[config.mk]
export PLATFORM = sky130hd
export DESIGN_NAME = boot_mem_loader
export DESIGN_NICKNAME = d
export VERILOG_FILES = /design/src/rtl/boot_mem_loader.sv
export SDC_FILE = /design/constraint.sdc
export NUM_CORES = 2
export LEC_CHECK = 0
export ABC_AREA = 1
export CAP_MARGIN = 10
export CORE_MARGIN = 1.5
export CORE_UTILIZATION = 32
export CTS_BUF_LIST = sky130_fd_sc_hd__clkbuf_4 sky130_fd_sc_hd__clkbuf_8 sky130_fd_sc_hd__clkbuf_16
export DETAILED_ROUTE_END_ITERATION = 10
export PLACE_DENSITY = 0.49
export REMOVE_ABC_BUFFERS = 1
export SYNTH_ARGS = -nofsm -noshare
export SYNTH_HDL_FRONTEND = slang
export SYNTH_SLANG_ARGS = --single-unit
[constraint.sdc]
create_clock -name clk -period 9.7 [get_ports clk]
set_input_delay 1.94 -clock clk [delete_from_list [all_inputs] [get_ports clk]]
set_output_delay 1.94 -clock clk [all_outputs]
set_load 0.01 [all_outputs]
[src/rtl/boot_mem_loader.sv]
// Boot memory loader: clears the memory to FILL, accepts a streamed boot image,
// then hands the memory to the CPU as a mirrored RAM until the next reset.
module boot_mem_loader #(
    parameter int                DATA_W = 8,
    parameter int                ADDR_W = 16,
    parameter int                DEPTH  = 256,
    parameter int                RD_LAT = 0,
    parameter logic [DATA_W-1:0] FILL   = '0
) (
    input  logic                     clk,
    input  logic                     reset,
    input  logic                     ld_valid,
    output logic                     ld_ready,
    input  logic [DATA_W-1:0]        ld_data,
    input  logic                     ld_last,
    input  logic [ADDR_W-1:0]        addr,
    output logic [DATA_W-1:0]        rd_data,
    output logic                     rd_valid,
    input  logic                     wr_en,
    input  logic [DATA_W-1:0]        wr_data,
    output logic                     cpu_run,
    output logic [$clog2(DEPTH):0]   ld_count,
    output logic                     ovf,
    output logic [1:0]               dbg_state
);
    localparam int IDX_W = $clog2(DEPTH);
    localparam logic [IDX_W:0] CNT_TOP = (IDX_W + 1)'(DEPTH - 1);
    localparam logic [IDX_W:0] CNT_MAX = (IDX_W + 1)'(DEPTH);

    // Loader handshake: a word moves on any rising edge where ld_valid and
    // ld_ready are both high; ld_valid may drop at any time to stall.
    typedef enum logic [1:0] {
        S_CLEAR = 2'd0,
        S_LOAD  = 2'd1,
        S_RUN   = 2'd2
    } state_t;

    state_t                  state;
    state_t                  state_nxt;
    logic [IDX_W-1:0]        clr_idx;
    logic [IDX_W-1:0]        idx;
    logic                    xfer;
    logic                    mem_we;
    logic [IDX_W-1:0]        mem_waddr;
    logic [DATA_W-1:0]       mem_wdata;
    logic [DATA_W-1:0]       mem [DEPTH];

    assign idx       = addr[IDX_W-1:0];
    assign xfer      = ld_valid && ld_ready;
    assign dbg_state = state;

    generate
        if (ADDR_W > IDX_W) begin : g_mirror
            logic unused_addr_hi;
            assign unused_addr_hi = ^addr[ADDR_W-1:IDX_W];
        end
    endgenerate

    always_ff @(posedge clk) begin
        if (!reset) state <= S_CLEAR;
        else        state <= state_nxt;
    end

    always_comb begin
        state_nxt = state;
        case (state)
            S_CLEAR: if (clr_idx == IDX_W'(DEPTH - 1)) state_nxt = S_LOAD;
            S_LOAD:  if (xfer && (ld_last || ld_count == CNT_TOP)) state_nxt = S_RUN;
            S_RUN:   state_nxt = S_RUN;
            default: state_nxt = S_CLEAR;
        endcase
    end

    always_comb begin
        ld_ready  = 1'b0;
        cpu_run   = 1'b0;
        mem_we    = 1'b0;
        mem_waddr = clr_idx;
        mem_wdata = FILL;
        case (state)
            S_CLEAR: mem_we = 1'b1;
            S_LOAD: begin
                ld_ready  = 1'b1;
                mem_we    = xfer;
                mem_waddr = ld_count[IDX_W-1:0];
                mem_wdata = ld_data;
            end
            S_RUN: begin
                cpu_run   = 1'b1;
                mem_we    = wr_en;
                mem_waddr = idx;
                mem_wdata = wr_data;
            end
            default: mem_we = 1'b0;
        endcase
    end

    always_ff @(posedge clk) begin
        if (!reset) begin
            clr_idx  <= '0;
            ld_count <= '0;
            ovf      <= 1'b0;
        end else begin
            if (state == S_CLEAR) clr_idx <= clr_idx + 1'b1;
            if (xfer && ld_count != CNT_MAX) ld_count <= ld_count + 1'b1;
            // Filling the last slot without ld_last means the image was too big.
            if (xfer && !ld_last && ld_count == CNT_TOP) ovf <= 1'b1;
        end
    end

    always_ff @(posedge clk) begin
        if (reset && mem_we) mem[mem_waddr] <= mem_wdata;
    end

    generate
        if (RD_LAT == 0) begin : g_rd_comb
            assign rd_data  = cpu_run ? mem[idx] : '0;
            assign rd_valid = cpu_run;
        end else begin : g_rd_reg
            logic [DATA_W-1:0] rd_q;
            logic              rv_q;
            // Registered read samples the array before a same-edge write lands.
            always_ff @(posedge clk) begin
                if (!reset) begin
                    rd_q <= '0;
                    rv_q <= 1'b0;
                end else begin
                    rd_q <= cpu_run ? mem[idx] : '0;
                    rv_q <= cpu_run;
                end
            end
            assign rd_data  = rd_q;
            assign rd_valid = rv_q;
        end
    endgenerate
endmodule

==> results.sh <==
export IMPL_critPathLaunchType="primary input"
export IMPL_cap_viol_max_count=0
export IMPL_synth_warnings=0
export IMPL_yosys_area_share_simple=0.230
export IMPL_netlist_area_um2=84700
export IMPL_status="finished, final reports clean"
export IMPL_syn_avg_cell_area_um2=11.8
export IMPL_reg2reg_to="mem[109][7]$_DFFE_PP_"
export IMPL_drtPass1Iterations=6
export IMPL_power_total_mw=20.8
export IMPL_numCtsBuffers=210
export IMPL_fp_dieW_um=517
export IMPL_crit_top_cell="nand3_1"
export IMPL_die_h_um=517
export IMPL_drive_gt1_frac=0.0685
export IMPL_synth_area_leaders="edfxtp_1, nand3_1, nand2_1, buf_2, nor2_1"
export IMPL_setup_ws_ns=1.84
export IMPL_r2r_start="dbg_state[0]$_SDFFE_PN0P_"
export IMPL_worst_path_max_delay_cell="clkdlybuf4s50_1"
export IMPL_finClkSkew_ns=0.0251
export IMPL_clock_path_buffers=3
export IMPL_crit_path_max_incr_delay_ns=0.59
export IMPL_crit_path_end_kind="primary output"
export IMPL_synthXorXnorAreaFrac=0.000207
export IMPL_cp_cell_sequence="buf_8 -> inv_16 -> buf_4 -> nand2_1 -> nand3_1 -> nand3_1 -> nand3_1 -> nand3_1 -> nand3_1 -> nand3_1 -> nand2_1 -> nand2_1 -> nand2_1 -> clkdlybuf4s50_1"
export IMPL_maxSlewViolCount=0
export IMPL_wl_per_cell_um=22.6
export IMPL_yosysTopAreaCellShare=0.726
export IMPL_grt_setup_unrepaired="no"
export IMPL_critical_path_class="in2out"
export IMPL_yosys_area_share_adder=0.00133
export IMPL_num_vias=53993
export IMPL_synth_seq_cells=2068
export IMPL_ir_drop_uv=181
export IMPL_fin_crit_sh=0.810
export IMPL_cts_tree="done"
export IMPL_wirelength_um=243000
export IMPL_gp_congestion=0.832
export IMPL_pre_cts_ws_ns=1.99
export IMPL_pin_count=60
export IMPL_synth_edf_count=2048
export IMPL_relSlewSlack=0.190
export IMPL_cts_root_buf="clkbuf_16"
export IMPL_synth_yosys_seq_area_share=0.731
export IMPL_ys_types=31
export IMPL_drc=0
export IMPL_grt_util_all_layers=0.179
export IMPL_synthFlopType="edfxtp_1"
export IMPL_cp_arrival_ns=5.92
export IMPL_cp_max_fo=189
export IMPL_grt_pass1_vias=51721
export IMPL_hpwl_um=130000
export IMPL_power_leakage_nw=32.8
export IMPL_min_from="ovf$_SDFFE_PN0P_"
export IMPL_initial_core_util=0.322
export IMPL_first_iter_violations=5141
export IMPL_portBuffers=51
export IMPL_yosysTopAreaCell="edfxtp_1"
export IMPL_regToRegSetupSlack_ns=5.03
export IMPL_htree_levels=4
export IMPL_synth_cells=7192
export IMPL_fin_area_um2=95400
export IMPL_ff2ff_path_depth=10
export IMPL_async_flop_share=0
export IMPL_grt_antenna_before_repair=2
export IMPL_hold_path_class="reg2reg"
export IMPL_cts_setup_buffers=0
export IMPL_final_nets=7106
export IMPL_grt_pass1_wl_um=355000
export IMPL_worst_slew_pin_slew_ns=1.22
export IMPL_fp_coreArea_um2=263000
export IMPL_overflow=0
export IMPL_die_area_um2=268000
export IMPL_power_density_nw_per_um2=218
export IMPL_synthMuxAreaShare=0
export IMPL_critical_path_required_ns=7.76
export IMPL_clk_insertion_delay_late_ns=0.86
export IMPL_fill_cells=25497
export IMPL_hold_depth=2
export IMPL_grt_max_degree=213
export IMPL_fin_util=0.363
export IMPL_ant_nets=0
export IMPL_synth_compound_area_frac=0.00386
export IMPL_synth_top_family_by_area="simple AND/OR/NAND/NOR gates"
export IMPL_cts_hold_fix_buffers=0
export IMPL_setup_viol=0
export IMPL_hold_path_endpoint="ovf$_SDFFE_PN0P_"
export IMPL_clk_pin_slew_ns=0.06
export IMPL_area_growth_pct=12.7
export IMPL_timing_hold_violations_final=0
export IMPL_rows=188
export IMPL_clock_sinks=2068
export IMPL_place_area_um2=88300
export IMPL_ctsResizeCount=0
export IMPL_fmax_mhz=127
export IMPL_via_per_inst=5.02
export IMPL_period_needed_ns=7.86
-- critical path: cells and delay by family --
kind / cells / cell delay (ns)
buffers and inverters: 4 / 1.93
and+or+nand+nor: 10 / 1.62
-- worst max-delay path by stage --
stage / start / to / slack [ns] / cells past startpoint
2_1_floorplan: wr_data[6] / mem[0][6]$_DFFE_PP_ / -0.73 / 2
3_3_place_gp: addr[0] / rd_data[6] / 1.98 / 14
3_5_place_dp: addr[0] / rd_data[6] / 1.99 / 14
4_1_cts: addr[0] / rd_data[6] / 1.98 / 14
5_1_grt: addr[0] / rd_data[7] / 1.76 / 14
6_report: addr[0] / rd_data[2] / 1.84 / 14
-- layout make-up --
class,instances,area [um^2],share of cell area
clock buffers,269,5820,0.0610
flip-flops and latches,2068,61900,0.649
diodes,3,7.51,0.0000787
well taps,3515,4400,0.0461
multi-input cells,4563,20100,0.210
repair buffers,144,1610,0.0168
clock inverters,120,1280,0.0134
inverters,73,322,0.00337
-- placed cells by master (no fill, tap or decap), types with 11 or more instances in the layout --
cell type	count
a21oi_1	15
buf_12	31
buf_4	63
bufinv_16	26
clkbuf_16	217
clkbuf_4	52
clkdlybuf4s50_1	45
clkinv_1	52
clkinv_2	31
dfxtp_1	20
edfxtp_1	2048
inv_1	58
inv_2	11
nand2_1	2149
nand2_2	12
nand3_1	2020
nor2_1	283
nor2_2	15
o21ai_0	16
-- synth_stat cells, types with 11 or more instances --
| master | n |
|---|---|
| a21oi_1 | 23 |
| nand2_1 | 2161 |
| o21ai_0 | 16 |
| clkbuf_1 | 74 |
| nor2_2 | 15 |
| buf_1 | 39 |
| buf_6 | 23 |
| inv_1 | 60 |
| edfxtp_1 | 2048 |
| inv_2 | 11 |
| buf_4 | 39 |
| nand3_1 | 2020 |
| dfxtp_1 | 20 |
| buf_2 | 313 |
| nor2_1 | 283 |
-- flip-flops by register name (all words and copies together) (netlist names) --
register,count
mem,2048
dbg_state,2
clr_idx,8
ld_count,9
ovf,1
-- per-stage QoR --
step	instances	setup TNS, ns	hold slack, ns
final	10755	0	0.483
after global routing	10752	0	0.538
after CTS	10751	0	0.489
after detailed placement	10362	0	0.473
after global placement	10362	0	0.467
after floorplan	6704	-1490.90	0.456
-- where the power goes --
part / internal [mW] / leakage [nW] / switching (mW) / total, mW
combinational: 0.369 / 10.1 / 1.69 / 2.06
clock: 4.92 / 3.55 / 3.45 / 8.37
sequential: 10.3 / 19.2 / 0.0160 / 10.3
total: 15.6 / 32.8 / 5.16 / 20.8
-- cells by family (layout without fill, tap and decap cells) --
logic type	count (synthesis)	in the layout
XOR/XNOR	2	2
other	0	3
adder cells (fa/ha/maj)	9	9
AND/OR/NAND/NOR	4495	4495
AO/OA/AOI/OAI	57	57
flip-flops	2068	2068
buffers and inverters	561	606
-- layer usage --
| layer | up-vias | track usage | wire length [um] |
|---|---|---|---|
| li1 | 25273 | - | - |
| met5 | - | 0 | 0 |
| met2 | 1534 | 0.289 | 115000 |
| met4 | 0 | 0.0500 | 6540 |
| met3 | 314 | 0.0268 | 13200 |
| met1 | 26872 | 0.249 | 108000 |
(Power assumes the default switching activity.)
